==> src/rtl/mem_arbiter.sv <==
// Round-robin arbiter sharing one main-memory block port between two caches.
// One transaction in flight at a time: IDLE -> ISSUE -> RESP -> GAP -> IDLE.
module mem_arbiter #(
  parameter int ADDRESS_WIDTH = 8,
  parameter int BLOCK_SIZE    = 128,
  parameter int TIMEOUT       = 255
) (
  input  logic                     clk,
  input  logic                     rst_n,
  input  logic                     req0,
  input  logic                     req1,
  input  logic                     write0,
  input  logic                     write1,
  input  logic [ADDRESS_WIDTH-1:0] addr0,
  input  logic [ADDRESS_WIDTH-1:0] addr1,
  input  logic [BLOCK_SIZE-1:0]    wdata0,
  input  logic [BLOCK_SIZE-1:0]    wdata1,
  output logic                     valid0,
  output logic                     valid1,
  output logic [BLOCK_SIZE-1:0]    rdata0,
  output logic [BLOCK_SIZE-1:0]    rdata1,
  output logic                     err0,
  output logic                     err1,
  output logic                     mem_req,
  output logic                     mem_write,
  output logic [ADDRESS_WIDTH-1:0] mem_addr,
  output logic [BLOCK_SIZE-1:0]    mem_wdata,
  input  logic                     mem_ack,
  input  logic [BLOCK_SIZE-1:0]    mem_rdata,
  output logic [1:0]               gnt,
  output logic                     busy
);

  typedef enum logic [1:0] {ST_IDLE, ST_ISSUE, ST_RESP, ST_GAP} state_t;

  localparam logic [7:0] LP_TIMEOUT = 8'(TIMEOUT);
  localparam bit         LP_WDOG_EN = (TIMEOUT != 0);

  state_t                   r_state, w_state_next;
  logic                     r_last_grant, w_grant_next;
  logic [7:0]               r_cnt, w_cnt_next;
  logic                     r_err, w_err_next;
  logic                     r_mem_write;
  logic [ADDRESS_WIDTH-1:0] r_mem_addr;
  logic [BLOCK_SIZE-1:0]    r_mem_wdata;
  logic [BLOCK_SIZE-1:0]    r_rdata0, r_rdata1;
  logic                     w_capture, w_ack_take, w_timeout;
  logic                     w_sel_write;
  logic [ADDRESS_WIDTH-1:0] w_sel_addr;
  logic [BLOCK_SIZE-1:0]    w_sel_wdata;
  logic [BLOCK_SIZE-1:0]    w_ret_data;
  logic                     w_in_resp, w_owned;

  always_comb begin
    w_state_next = r_state;
    w_grant_next = r_last_grant;
    w_cnt_next   = r_cnt;
    w_err_next   = r_err;
    w_capture    = 1'b0;
    w_ack_take   = 1'b0;
    w_timeout    = 1'b0;
    case (r_state)
      ST_IDLE: begin
        if (req0 || req1) begin
          // On a tie the requester that did not win last time goes first.
          w_grant_next = (req0 && req1) ? ~r_last_grant : req1;
          w_capture    = 1'b1;
          w_cnt_next   = 8'd0;
          w_err_next   = 1'b0;
          w_state_next = ST_ISSUE;
        end
      end
      ST_ISSUE: begin
        if (mem_ack) begin
          w_ack_take   = 1'b1;
          w_err_next   = 1'b0;
          w_state_next = ST_RESP;
        end else if (LP_WDOG_EN && (r_cnt == LP_TIMEOUT)) begin
          w_timeout    = 1'b1;
          w_err_next   = 1'b1;
          w_state_next = ST_RESP;
        end else if (LP_WDOG_EN) begin
          w_cnt_next   = r_cnt + 8'd1;
        end
      end
      ST_RESP: w_state_next = ST_GAP;
      default: w_state_next = ST_IDLE;
    endcase
  end

  assign w_sel_write = w_grant_next ? write1 : write0;
  assign w_sel_addr  = w_grant_next ? addr1  : addr0;
  assign w_sel_wdata = w_grant_next ? wdata1 : wdata0;
  assign w_ret_data  = w_ack_take ? mem_rdata : '0;

  always_ff @(posedge clk or negedge rst_n) begin
    if (!rst_n) begin
      r_state      <= ST_IDLE;
      r_last_grant <= 1'b1;
      r_cnt        <= 8'd0;
      r_err        <= 1'b0;
      r_mem_write  <= 1'b0;
      r_mem_addr   <= '0;
      r_mem_wdata  <= '0;
      r_rdata0     <= '0;
      r_rdata1     <= '0;
    end else begin
      r_state      <= w_state_next;
      r_last_grant <= w_grant_next;
      r_cnt        <= w_cnt_next;
      r_err        <= w_err_next;
      if (w_capture) begin
        r_mem_write <= w_sel_write;
        r_mem_addr  <= w_sel_addr;
        r_mem_wdata <= w_sel_wdata;
      end
      // Only the owner's return register changes; the other keeps its last block.
      if (w_ack_take || w_timeout) begin
        if (r_last_grant) r_rdata1 <= w_ret_data;
        else              r_rdata0 <= w_ret_data;
      end
    end
  end

  assign w_in_resp = (r_state == ST_RESP);
  assign w_owned   = (r_state == ST_ISSUE) || w_in_resp;

  assign valid0    = w_in_resp && !r_last_grant;
  assign valid1    = w_in_resp &&  r_last_grant;
  assign err0      = w_in_resp && !r_last_grant && r_err;
  assign err1      = w_in_resp &&  r_last_grant && r_err;
  assign rdata0    = r_rdata0;
  assign rdata1    = r_rdata1;
  assign mem_req   = (r_state == ST_ISSUE);
  assign mem_write = r_mem_write;
  assign mem_addr  = r_mem_addr;
  assign mem_wdata = r_mem_wdata;
  assign gnt       = w_owned ? (r_last_grant ? 2'b10 : 2'b01) : 2'b00;
  assign busy      = (r_state != ST_IDLE);

endmodule

==> config.mk <==
export PLATFORM = sky130hd
export DESIGN_NAME = mem_arbiter
export DESIGN_NICKNAME = d
export VERILOG_FILES = /design/src/rtl/mem_arbiter.sv
export SDC_FILE = /design/constraint.sdc
export NUM_CORES = 1
export LEC_CHECK = 0
export CAP_MARGIN = 5
export CORE_AREA = 10 10 304 306
export CTS_CLUSTER_SIZE = 12
export DETAILED_ROUTE_END_ITERATION = 12
export DIE_AREA = 0 0 314 316
export GPL_TIMING_DRIVEN = 0
export PLACE_DENSITY = 0.42
export SLEW_MARGIN = 15
export SYNTH_ARGS = -nofsm -noshare
export SYNTH_HDL_FRONTEND = slang
export SYNTH_SLANG_ARGS = --single-unit
==> constraint.sdc <==
create_clock -name clk -period 2.3 [get_ports clk]
set_input_delay 0.46 -clock clk [delete_from_list [all_inputs] [get_ports clk]]
set_output_delay 0.46 -clock clk [all_outputs]
set_load 0.02 [all_outputs]
==> run_results.csv <==
group,metric,value,unit
global_route,grt_pass1_wl,127000,um
sta,slew_headroom,34.1,%
detailed_routing,routed_wl,91800,um
power,cellLeakagePower,11.7,nW
finish,drive_above_1_share,9.30,%
synth,synth_top_area_cell,"dfrtp_1",
floorplanning,pin_count,808,
finish,post-route-util,32.6,%
global_route,gr-usage-all-layers,17.5,%
detailed_routing,viasPerCell,4.54,
sta,timing.final.crit_share,97.9,%
floorplanning,initial_core_util,19.2,%
sta,final_max_slew_viol_count,0,
finish,fin_cells,3365,
detailed_routing,first_iter_violations,1044,
critical_path,start_kind,"flop",
synth,yosysTopAreaCellShare,60.9,%
synth,synth_flop_cell,"dfrtp_1",
global_route,grt_max_degree,95,
finish,fin_nets,2564,
sta,hold_violations,0,
power,vdd_ir_drop_max,539,uV
global_route,grt-ovfl-total,0,
place,dp_hpwl,73600,um
place,port_buffers,806,
critical_path,crit_chain,"inv_1 > ha_2 > and3_1 > clkdlybuf4s18_2",
critical_path,critPathSlowestCell,"dfrtp_1",
cts,cts_buffer_depth,3,
synth,syn-num-nets,1700,
floorplanning,rows,108,
sta,finClkSkew,0.00973,ns
critical_path,r2r_end,"mem_wdata[11]",
cts,cts_tree,"yes",
cts,worstSkewPairLatency,0.58,ns
detailed_routing,ant_nets,0,
cts,path_clk_slew,0.06,ns
critical_path,arrival,1.79,ns
sta,setup_viol_count_final,0,
cts,ctsHtreeMaxLevel,2,
synth,syn_avg_cell_area,12.9,um^2
detailed_routing,via_count,15300,
critical_path,cp_data_required_time,1.84,ns
global_route,grt_pass1_vias,16700,
detailed_routing,wl_per_cell,27.3,um
cts,cts_made_buffers,51,
critical_path,reg2reg_from,"r_state[1]",
finish,syn2layout_area_growth,69.4,%
critical_path,end_kind,"primary output",
detailed_routing,drt_first_pass_iters,6,
cts,cts.sinks,405,
floorplanning,die_x,314,um
detailed_routing,drt_drc_violations_left,0,
critical_path,crit_type,"flop to primary output",
finish,final_cell_mix,"clkdlybuf4s50_1, dfrtp_1, a32o_1",
place,place_inst,3253,
synth,synth_seq_area_share,61.1,%
finish,layout_commonest_cell,"clkdlybuf4s50_1",
place,place_congestion,0.832,
sta,period_needed,2.25,ns
synth,synth_area,16600,um^2
power,power.density,1500,nW/um^2
critical_path,cp_slowest_stage_delay,0.38,ns
synth,yosysWarnings,0,
outcome,status,"finished clean",
floorplanning,core,86200,um^2
sta,rsz0062_at_grt,"yes",
critical_path,r2r.worst_path.cells,8,
synth,synth-edff-count,0,
floorplanning,chipHeight,316,um
synth,postSynth.asyncResetShare,100,%
job,maxCapViolations,0,
synth,netlist_top_cells_area,"dfrtp_1, a32o_1, mux2i_1, o21ai_0, nand2_1",
sta,tightest_slew,0.988,ns
synth,ys_ff_latch,405,
hold_path,hold_class,"input port to asynchronous set/reset pin",
critical_path,cp_max_fo,5,
floorplanning,dieArea,99200,um^2
synth,synth.distinct_cells,41,
synth,syn_inst,1288,
global_route,antenna_found_initial,35,
cts,ctsRootBufferMaster,"clkbuf_16",
sta,fmax,0.444,GHz
sta,tns,0,ns
critical_path,rrSetupSlack,0.14,ns
-- cell families after synthesis --
group	Yosys count	share of synthesized area (%)
AO/OA/AOI/OAI	413	20.4
adder cells (fa/ha/maj)	5	0.377
AND/OR/NAND/NOR	186	4.75
flip-flops	405	61.1
multiplexers	139	8.39
buffers and inverters	140	4.98
-- flip-flops by register name, summed over array words and instances, names as in the netlist --
register      count
mem_write         1
rdata0          128
mem_wdata       128
rdata1          128
r_state           2
r_err             1
r_cnt             8
mem_addr          8
r_last_grant      1
-- final cells by class --
type	instances	area, um^2
Fill cell	8815	58100
Tap cell	1155	1450
Sequential cell	405	10100
Multi-Input combinational cell	743	5650
Clock buffer	69	1480
Buffer	135	876
Timing Repair Buffer	812	8180
Clock inverter	26	305
Inverter	4	15.0
Antenna cell	16	40.0
-- how the worst max path moves through the flow --
| stage | from | end | cells past startpoint |
|---|---|---|---|
| 3_3_place_gp | rst_n | mem_wdata[55] | 1 |
| 2_1_floorplan | r_state[1] | r_cnt[5] | 8 |
| 3_5_place_dp | mem_ack | rdata0[20] | 4 |
| 4_1_cts | r_state[0] | err1 | 4 |
| 5_1_grt | r_state[0] | err1 | 4 |
| 6_report | r_state[0] | err1 | 4 |
-- report_power, final --
group,internal [mW],leakage [nW],switching [mW],total (mW)
clock,5.16,0.890,3.33,8.49
sequential,10.4,5.08,1.94,12.3
combinational,9.74,5.73,11.6,21.4
total,25.3,11.7,16.9,42.2
-- cell usage after synthesis (3+ instances only) --
cell and instances:
mux2i_1 138, buf_2 18, dfrtp_1 404, nor2_1 4, clkbuf_1 69, a32o_1 256, nor2b_1 4, a21oi_1 4
inv_1 4, o211ai_1 3, buf_1 4, buf_4 14, buf_6 30, ha_1 5, nand3_1 11, o21ai_0 117
o21ai_1 23, nand2_1 145, and2_1 3
-- metal layers --
metal | vias up | global-route usage, % | wire [um]
met1 | 7733 | 19.2 | 34500
met2 | 657 | 31.3 | 46300
met3 | 141 | 7.44 | 8860
met4 | 26 | 3.59 | 1900
met5 | - | 0 | 186
li1 | 6704 | - | -
-- critical path: cells and delay by family, from the launching register on --
kind	cells	cell delay, ns
adder cells (fa/ha/maj)	1	0.26
buffers and inverters	2	0.40
flip-flops	1	0.38
AND/OR/NAND/NOR	1	0.17
-- through the flow --
step	instance area [um^2]	setup slack [ns]	hold WS, ns	total power [mW]
floorplan	16600	0.323	0.164	22.5
global placement	26100	-18.18	0.465	33.9
detailed placement	26200	-0.923	0.462	34.1
CTS	28000	-0.00903	0.399	42.9
global route	28100	-0.0481	0.446	44.6
finish	28100	0.0492	0.429	42.2
-- repair_timing --
| item | in CTS | in global routing |
|---|---|---|
| gates cloned | 0 | 0 |
| endpoints found under the hold margin | 64 | 0 |
| setup endpoints to repair | 363 | 194 |
| resized for setup | 58 | 33 |
| buffers inserted | 1 | 0 |
| hold buffers | 1 | 0 |
(Power assumes the default switching activity.)
